==> src/rtl/add2_result_uart_tx.sv <==
// add2_result_uart_tx: buffers {sum, difference} pairs from the 8-bit add/sub
// block in a small FIFO and serialises each entry as a 4-byte UART 8N1 frame:
// 0xA5, add[7:0], sub[7:0], {6'b0, sub[8], add[8]}.
module add2_result_uart_tx #(
  parameter int CLOCK_FREQ_HZ = 50_000_000,
  parameter int BAUD_RATE     = 115_200,
  parameter int FIFO_DEPTH    = 4
) (
  input  logic       clk,
  input  logic       rst_n,
  input  logic       in_valid,
  output logic       in_ready,
  input  logic [8:0] result_add,
  input  logic [8:0] result_sub,
  output logic       tx,
  output logic       busy,
  output logic       overflow
);

  localparam int BIT_CYC = CLOCK_FREQ_HZ / BAUD_RATE;
  localparam int BAUD_W  = (BIT_CYC > 1) ? $clog2(BIT_CYC) : 1;
  localparam int PTR_W   = $clog2(FIFO_DEPTH);

  localparam logic [BAUD_W-1:0] BAUD_LAST = BAUD_W'(BIT_CYC - 1);
  localparam logic [BAUD_W-1:0] BAUD_ONE  = BAUD_W'(1);
  localparam logic [PTR_W:0]    CNT_FULL  = (PTR_W+1)'(FIFO_DEPTH);
  localparam logic [PTR_W:0]    CNT_ONE   = (PTR_W+1)'(1);
  localparam logic [PTR_W-1:0]  PTR_ONE   = PTR_W'(1);
  localparam logic [7:0]        SYNC_BYTE = 8'hA5;

  typedef enum logic [1:0] {
    S_IDLE,
    S_START,
    S_DATA,
    S_STOP
  } state_t;

  state_t            state;
  state_t            state_nxt;

  logic [17:0]       mem [FIFO_DEPTH];
  logic [PTR_W-1:0]  wr_ptr;
  logic [PTR_W-1:0]  rd_ptr;
  logic [PTR_W:0]    count;

  // Frame register: [17:9] = sum, [8:0] = difference
  logic [17:0]       frame;
  logic [BAUD_W-1:0] baud_cnt;
  logic [2:0]        bit_idx;
  logic [1:0]        byte_idx;
  logic [7:0]        cur_byte;

  logic              push;
  logic              pop;
  logic              baud_done;
  logic              tx_nxt;

  assign baud_done = (baud_cnt == BAUD_LAST);
  assign push      = in_valid && in_ready;

  // State register; tx is registered here so the line never glitches
  always_ff @(posedge clk) begin
    if (!rst_n) begin
      state <= S_IDLE;
      tx    <= 1'b1;
    end else begin
      state <= state_nxt;
      tx    <= tx_nxt;
    end
  end

  // Next-state: one START/8xDATA/STOP sequence per byte, four bytes per frame
  always_comb begin
    state_nxt = state;
    case (state)
      S_IDLE:  if (count != '0) state_nxt = S_START;
      S_START: if (baud_done) state_nxt = S_DATA;
      S_DATA:  if (baud_done && (bit_idx == 3'd7)) state_nxt = S_STOP;
      S_STOP:  if (baud_done) state_nxt = (byte_idx == 2'd3) ? S_IDLE : S_START;
      default: state_nxt = S_IDLE;
    endcase
  end

  // Outputs: next line level, handshake, busy flag and the FIFO pop strobe
  always_comb begin
    in_ready = rst_n && (count != CNT_FULL);
    busy     = (state != S_IDLE) || (count != '0);
    pop      = (state == S_IDLE) && (count != '0);
    case (state)
      S_START: tx_nxt = 1'b0;
      S_DATA:  tx_nxt = cur_byte[bit_idx];
      default: tx_nxt = 1'b1;
    endcase
  end

  // Byte currently on the wire, selected from the frame register
  always_comb begin
    case (byte_idx)
      2'd0:    cur_byte = SYNC_BYTE;
      2'd1:    cur_byte = frame[16:9];
      2'd2:    cur_byte = frame[7:0];
      default: cur_byte = {6'b0, frame[8], frame[17]};
    endcase
  end

  // Bit-period timer plus bit and byte position within the frame
  always_ff @(posedge clk) begin
    if (!rst_n) begin
      baud_cnt <= '0;
      bit_idx  <= '0;
      byte_idx <= '0;
    end else begin
      if ((state == S_IDLE) || baud_done) begin
        baud_cnt <= '0;
      end else begin
        baud_cnt <= baud_cnt + BAUD_ONE;
      end

      if (state == S_START) begin
        bit_idx <= '0;
      end else if ((state == S_DATA) && baud_done) begin
        bit_idx <= bit_idx + 3'd1;
      end

      if (pop) begin
        byte_idx <= '0;
      end else if ((state == S_STOP) && baud_done && (byte_idx != 2'd3)) begin
        byte_idx <= byte_idx + 2'd1;
      end
    end
  end

  // FIFO bookkeeping: pointers wrap naturally, count spans 0..FIFO_DEPTH
  always_ff @(posedge clk) begin
    if (!rst_n) begin
      wr_ptr   <= '0;
      rd_ptr   <= '0;
      count    <= '0;
      overflow <= 1'b0;
    end else begin
      if (push) wr_ptr <= wr_ptr + PTR_ONE;
      if (pop)  rd_ptr <= rd_ptr + PTR_ONE;
      case ({push, pop})
        2'b10:   count <= count + CNT_ONE;
        2'b01:   count <= count - CNT_ONE;
        default: count <= count;
      endcase
      if (in_valid && !in_ready) overflow <= 1'b1;
    end
  end

  // FIFO storage and frame capture; pure data, so no reset
  always_ff @(posedge clk) begin
    if (push) mem[wr_ptr] <= {result_add, result_sub};
    if (pop)  frame <= mem[rd_ptr];
  end

endmodule
==> config.mk <==
export PLATFORM = sky130hd
export DESIGN_NAME = add2_result_uart_tx
export DESIGN_NICKNAME = d
export VERILOG_FILES = /design/src/rtl/add2_result_uart_tx.sv
export SDC_FILE = /design/constraint.sdc
export NUM_CORES = 1
export LEC_CHECK = 0
export CAP_MARGIN = 20
export CORE_UTILIZATION = 50
export CTS_CLUSTER_SIZE = 24
export DETAILED_ROUTE_END_ITERATION = 8
export GPL_ROUTABILITY_DRIVEN = 0
export GPL_TIMING_DRIVEN = 0
export PLACE_DENSITY = 0.68
export SLEW_MARGIN = 20
export SYNTH_ARGS = -nofsm -noshare
export SYNTH_HDL_FRONTEND = slang
export SYNTH_SLANG_ARGS = --single-unit
==> constraint.sdc <==
create_clock -name clk -period 7 [get_ports clk]
set_input_delay 0.7 -clock clk [delete_from_list [all_inputs] [get_ports clk]]
set_output_delay 0.7 -clock clk [all_outputs]
set_load 0.1 [all_outputs]
==> impl_metrics.ini <==
[run_status]
status = finished, final reports clean

[grt]
antenna_found_initial = 0
grt_usage = 0.1913
grt_pass1_wl_um = 13430
grt.overflow.total = 0
first_global_vias = 2552
grt_max_degree = 21

[cells_and_area]
area_growth_pct = 19.54
drive_gt1_frac = 0.1858
antennaDiodeCount = 0
layout.nets = 366
final_cells = 447

[floorplan]
initial_utilization = 0.5260
coreArea_sq_um = 8848
fp-row-count = 34
die-width_um = 98.48
die_h_um = 98.48
ios = 25
die-area_sq_um = 9698

[worst_setup_path]
reg2reg_slack_ns = 4.43
crit_end = busy
crit_start = state[0]$_SDFFE_PN0P_
required_ns = 6.30
path_max_fanout = 6
start_kind = register
worstReg2RegStart = state[0]$_SDFFE_PN0P_
reg2regPathDepth = 10
reg2reg_to = count[2]$_SDFFE_PN0P_
worstPathArrival_ns = 2.50
critPathKind = register to output port
end_kind = output port

[detailed_routing]
drc = 0
ant_nets = 0
drt-wirelength-per-cell_um = 18.03
drt_wl_total_um = 8059
drt_iter0_markers = 96
via_per_inst = 5.564
drt-pass1-iter-count = 4
vias = 2487

[clock_tree]
post_cts_buffers = 0
cts.clk_slew.worst_paths_ns = 0.06
cts.sinks = 115
ctsHtreeMaxLevel = 4
ctsRootBufferMaster = clkbuf_8
clock_path_buffers = 2
cts_tree = built
clock_latency_ns = 0.51
numCtsBuffers = 17
cts_resized = 0
hold_buffers = 0

[timing]
setup_tns_ns = 0
final_hold_viol_count = 0
worst_pin_slew_ns = 1.014
fin_crit_sh = 0.4575
max-slew-margin-rel = 0.3239
rsz0062_at_grt = no
max_freq_ghz = 0.3122
slew_violations = 0
layout_min_cycle_time_ns = 3.203
final-setup-viol-count = 0
clock-skew-final_ns = 0.01258

[run]
drv_cap = 0

[place]
dp.cells = 416
portBuffers = 23
dp_hpwl_um = 4718

[synthesis]
synth_fp_nets = 324
synthCells = 285
synth_top_cell_by_area = edfxtp_1
ys_warn_count = 0
ys_seq_area_frac = 0.6882
synth_cell_types = 46
synthArstFlopShare = 0
yosysTopAreaCellShare = 0.5806
synth_most_common_cell = edfxtp_1
synth_enable_flop_cells = 90
ys_ff_latch = 115
synth_flop_cell = edfxtp_1
synth.area.top_cells = edfxtp_1 (58%), dfxtp_1 (11%), mux4_2 (8.7%), ha_1 (4.6%), xnor2_1 (1.7%)
synth_area_sq_um = 4654
synthTopCellsByCount = edfxtp_1 (90), dfxtp_1 (25), mux4_2 (18), ha_1 (17), nand2_1 (17)
avgSynthCellArea_sq_um = 16.33

[pwr]
clockPowerShare = 0.370
internal-power_mw = 1.507
power_frac_comb = 0.209
leakage_nw = 1.867
sw_frac_of_total = 0.2942
power_density_nw_per_um2 = 383.7
vdd_drop_max_mv = 0.2401
p_switching_mw = 0.6282
power_frac_seq = 0.420

[worst_hold_path]
min_path_type = register to register
hp-start = baud_cnt[0]$_SDFF_PP0_
-- cells by family (layout without fill, tap and decap cells) --
family,after synthesis,in the layout,synth area share
flops,115,115,0.6882
simple gates,70,70,0.08172
compound gates,26,26,0.04274
buf+inv,22,76,0.01962
mux,20,20,0.09140
fa+ha+maj,18,18,0.05000
xor+xnor,14,14,0.02634
-- worst min path at each step --
stage                     cells past startpoint                      to  slack, ns
final                                         1  baud_cnt[0]$_SDFF_PP0_       0.48
after floorplan                               1  baud_cnt[0]$_SDFF_PP0_       0.44
after CTS                                     1  baud_cnt[0]$_SDFF_PP0_       0.49
after detailed placement                      1  baud_cnt[0]$_SDFF_PP0_       0.47
after global routing                          1  baud_cnt[0]$_SDFF_PP0_       0.52
after global placement                        1  baud_cnt[0]$_SDFF_PP0_       0.46
-- routing by layer --
layer / track usage / share of wire / vias to the layer above
met1: 0.2379 / 0.44 / 1245
li1: - / - / 1172
met2: 0.3126 / 0.51 / 56
met5: 0 / 0 / -
met4: 0.06889 / 0.012 / 0
met3: 0.06738 / 0.040 / 14
-- layout make-up --
type	count	area, sq um
Tap cell	108	135.1
Inverter	13	48.80
Sequential cell	115	3203
Clock inverter	14	130.1
Clock buffer	17	414.1
Multi-Input combinational cell	148	1360
Buffer	9	42.54
Timing Repair Buffer	23	230.2
Fill cell	638	3284
-- state kept, by name (all words and copies together) (netlist names) --
signal	cells
tx	1
state	2
wr_ptr	2
byte_idx	2
mem	72
overflow	1
count	3
frame	18
baud_cnt	9
rd_ptr	2
bit_idx	3
-- power groups by stage --
stage	Combinational, mW	Clock, mW	Sequential (mW)
2_1_floorplan	0.333	0	0.907
3_3_place_gp	0.440	0	0.908
3_5_place_dp	0.450	0	0.909
4_1_cts	0.454	0.805	0.899
5_1_grt	0.496	0.837	0.906
6_report	0.447	0.791	0.897
-- cells in the final DEF (no fill, tap or decap), drive strengths merged, types with 2 or more instances in the layout --
cell and n:
xor2 5, nor3 2, and4 2, a211oi 3, or3 2, nand3 4
nand2b 2, buf 7, nand3b 3, xnor2 9, nand2 17, clkbuf 19
o21ai 4, a21boi 2, clkinvlp 4, ha 17, and3 5, a22oi 4
a21oi 3, inv 17, dfxtp 25, mux2i 2, nand4b 2, clkdlybuf4s50 23
a31oi 2, and2 7, nor2b 2, nor2 16, mux4 18, nand4 3
edfxtp 90, clkinv 5
-- per-stage QoR --
stage	utilization	area [sq um]	hold WS (ns)	power [mW]	setup WS (ns)
CTS	0.6288	5564	0.4879	2.158	3.781
detailed placement	0.5673	5020	0.4729	1.359	3.957
global route	0.6288	5564	0.5248	2.239	3.693
global placement	0.5673	5020	0.4613	1.348	3.968
floorplan	-	4654	0.4409	1.240	3.852
finish	0.6288	5564	0.4800	2.135	3.797
-- critical path, cell delays in order, from the launching register on --
cell	delay (ns)
dfxtp_1	0.41
inv_1	0.09
ha_1	0.25
nand2_1	0.10
clkdlybuf4s50_1	1.13
Note: power is estimated with default switching activity, not from simulation.
==> variant 1: new RTL, same flow settings <==
Change the parameter `FIFO_DEPTH` from 4 to 8.
--- a/src/rtl/add2_result_uart_tx.sv
+++ b/src/rtl/add2_result_uart_tx.sv
@@ -4,7 +4,7 @@
 module add2_result_uart_tx #(
   parameter int CLOCK_FREQ_HZ = 50_000_000,
   parameter int BAUD_RATE     = 115_200,
-  parameter int FIFO_DEPTH    = 4
+  parameter int FIFO_DEPTH    = 8
 ) (
   input  logic       clk,
   input  logic       rst_n,
Behaviour: not the same (Yosys sat finds a counterexample within 10 cycles, from zero or initial values and one cycle with rst_n low).
==> variant 1 against the unedited design <==
- design area rose by 60%
- global-route usage decreased by 0.49 points
- critical endpoint is now in_ready
- routed wire length rose by 71%
- combinational power is 72% higher
- sequential cell count increased by 75
- largest power group unchanged
- power grew 47%
- area after synthesis increased by 67%
- setup slack got worse by 120 ps
- sequential share of layout area grew 3.2 points
- final cell count grew 49%
- highest routed layer unchanged
==> variant 1: results (changes against the unedited design) <==
synth_edf_count: 162  # +80%
yosys.area_share.adder_pct: 2.74  # -2.3 points
whs_ps: 465  # -15.3 ps
critPathMaxStageDelay_ps: 1180  # +50 ps
synth_xor_area_share_pct: 1.69  # -0.94 points
synth_cell_types: 56  # +22%
critPathMaxFanout: 5  # -1
avgViaCountPerCell: 5.78  # +3.9%
use_met1_pct: 25.0  # +1.2 points
place_area_um2: 8330  # +66%
place_inst: 637  # +53%
status: "finished clean"
skew_ps: 9.01  # -3.57 ps
hpwlAfterDp_um: 8520  # +81%
clock_tree.root_cell: "clkbuf_16"
r2r_cells: 11  # +1
ir_drop_mv: 0.254  # +5.7%
port_buffers: 24  # +4.3%
nets: 506  # +38%
synth_fp_nets: 459  # +42%
drt-initial-drc-count: 259  # +170%
utilization_pct: 58.7  # -4.2 points
grt_util_met2_pct: 30.5  # -0.71 points
p_leak_nw: 2.92  # +56%
grt_first_pass_wirelength_um: 21500  # +60%
wl_met2_um: 6900  # +68%
drive_gt1_share_pct: 16.5  # -2.1 points
grt_max_degree: 23  # +9.5%
wl_um: 13800  # +71%
ys_seq_area_share_pct: 69.8  # +0.99 points
clk_latency_ps: 430  # -80 ps
via_count: 3857  # +55%
variant 1: cell types whose count changed after synthesis, moves of 4 or more:
cell and change:
mux4_2 -12, mux4_1 +30, mux2_2 +18, nand2b_1 +4, nand3_1 +5, a21oi_1 +7
nor2_1 +4, inv_1 -4, edfxtp_1 +72
variant 1: how the worst max path moves through the flow:
stage | startpoint | to | slack, ps
final | rst_n | in_ready | 3680
after global placement | rst_n | mem[0][8] | 2240
after floorplan | rst_n | mem[0][0] | 3060
after CTS | rst_n | in_ready | 3670
after global routing | rst_n | in_ready | 3620
after detailed placement | rst_n | in_ready | 3680
variant 1: final cells by class:
class | count | area share (%)
plain buffers | 16 | 1.22
clock buffers | 18 | 4.81
clock inverters | 12 | 1.80
inverters | 8 | 0.337
multi-input cells | 207 | 25.4
flip-flops and latches | 190 | 60.8
well taps | 188 | 2.64
repair buffers | 28 | 3.03
variant 1: report_power, final:
group,switching (W),internal (W)
Clock,0.000404,0.000561
Sequential,0.0000483,0.00136
Combinational,0.000424,0.000347
==> variant 2: new RTL, same settings <==
Made on the original files. Reset style: asynchronous (`rst_n`), changed in 3 clocked blocks.
--- a/src/rtl/add2_result_uart_tx.sv
+++ b/src/rtl/add2_result_uart_tx.sv
@@ -59,7 +59,7 @@
   assign push      = in_valid && in_ready;
 
   // State register; tx is registered here so the line never glitches
-  always_ff @(posedge clk) begin
+  always_ff @(posedge clk or negedge rst_n) begin
     if (!rst_n) begin
       state <= S_IDLE;
       tx    <= 1'b1;
@@ -104,7 +104,7 @@
   end
 
   // Bit-period timer plus bit and byte position within the frame
-  always_ff @(posedge clk) begin
+  always_ff @(posedge clk or negedge rst_n) begin
     if (!rst_n) begin
       baud_cnt <= '0;
       bit_idx  <= '0;
@@ -131,7 +131,7 @@
   end
 
   // FIFO bookkeeping: pointers wrap naturally, count spans 0..FIFO_DEPTH
-  always_ff @(posedge clk) begin
+  always_ff @(posedge clk or negedge rst_n) begin
     if (!rst_n) begin
       wr_ptr   <= '0;
       rd_ptr   <= '0;
Behaviour: differs if rst_n is asserted again (counterexample within 4 cycles, from zero or initial values and one cycle with rst_n low); with rst_n held inactive, the same outputs for 10 cycles.
==> variant 2 against the unedited design <==
- area after synthesis rose by 1.7%
- critical path depth did not move
- design area rose by 2.5%
- register-to-register slack improved by 70 ps
- routed wire length fell by 5.3%
- largest cell class unchanged
- clock power rose by 8.2%
- setup slack got worse by 320 ps
- sequential power rose by 6.9%
- non-clock buffer count did not move
- power rose by 8.5%
- sequential cell count did not move
- final cell count fell by 1.8%
==> variant 2: results (changes against the unedited design) <==
status: "finished clean"
worstHoldPathType: "in2async"
wl_met2_um: 3880  # -5.8%
critPathMaxFanout: 26  # +20
ys_seq_area_share_pct: 70.3  # +1.5 points
place_area_um2: 5110  # +1.7%
skew_ps: 9.03  # -3.55 ps
yosys.area_share.adder_pct: 5.18  # +0.18 points
drt-initial-drc-count: 100  # +4.2%
drive_gt1_share_pct: 17.7  # -0.90 points
cts_buffers: 17  # unchanged
synth.area.mux_share_pct: 9.75  # +0.61 points
grt_pass1_vias: 2557  # +0.20%
grt_first_pass_wirelength_um: 12800  # -4.5%
wl_per_cell_um: 17.4  # -3.6%
wl_met3_um: 251  # -22%
largest_registers: "mem (72), frame (18), baud_cnt (9)"
grt_use_total_pct: 18.0  # -1.1 points
port_buffers: 24  # +4.3%
hpwlAfterDp_um: 4670  # -0.92%
diodes: 0  # unchanged
use_met1_pct: 21.9  # -1.9 points
grt_max_degree: 27  # +29%
p_leak_nw: 2.10  # +12%
synthArstFlopShare_pct: 21.7  # +22 points
synth_compound_area_share_pct: 4.15  # -0.12 points
synth_xor_area_share_pct: 2.59  # -0.044 points
place_inst: 407  # -2.2%
avgViaCountPerCell: 5.45  # -2.0%
grt_util_met2_pct: 29.8  # -1.4 points
nFillCells: 665  # +4.2%
r2r_cells: 9  # -1
ir_drop_mv: 0.195  # -19%
wl_met1_um: 3410  # -3.3%
slew_headroom_pct: 30.6  # -1.8 points
synth_fp_nets: 312  # -3.7%
ys_top_cells_by_area: "edfxtp_1 (57%), dfrtp_1 (13%), mux4_2 (8.6%), ha_1 (4.8%), xnor2_1 (1.3%)"
synth_cell_types: 47  # +2.2%
nets: 355  # -3.0%
netlist.area_leader.share_pct: 57.1  # -0.97 points
antenna_found_initial: 0  # unchanged
clk_path_buf_depth: 2  # unchanged
synth.avg_cell_area_um2: 17.4  # +6.6%
synthTopCellsByCount: "edfxtp_1 (90), dfrtp_1 (24), ha_1 (18), mux4_2 (18), nor2_1 (16)"
use_met3_pct: 5.55  # -1.2 points
pre_cts_ws_ps: 3410  # -545 ps
[variant 2: layout make-up]
cell class / count / share of cell area, %
inverter: 15 / 0.988
multi-input combinational: 134 / 23.1
clock buffer: 18 / 7.33
tap: 111 / 2.44
clock inverter: 14 / 3.07
buffer: 8 / 0.549
sequential: 115 / 58.4
timing repair buffer: 24 / 4.13
[variant 2: where the power goes]
part / total (W) / internal, W / switching, W
Clock: 0.000856 / 0.000546 / 0.000310
Sequential: 0.000959 / 0.000900 / 0.0000588
Combinational: 0.000501 / 0.000219 / 0.000282
Total: 0.00232 / 0.00167 / 0.000651
[variant 2: final timing paths]
check / slack [ps] / startpoint / end
max in group asynchronous: 6430 / rst_n / wr_ptr[1]
worst min-delay path: 180 / rst_n / bit_idx[0]
worst max register to register: 4500 / state[0] / count[2]
min in group clk: 480 / overflow / overflow
worst min register to register: 480 / overflow / overflow
worst max-delay path: 3480 / rst_n / in_ready
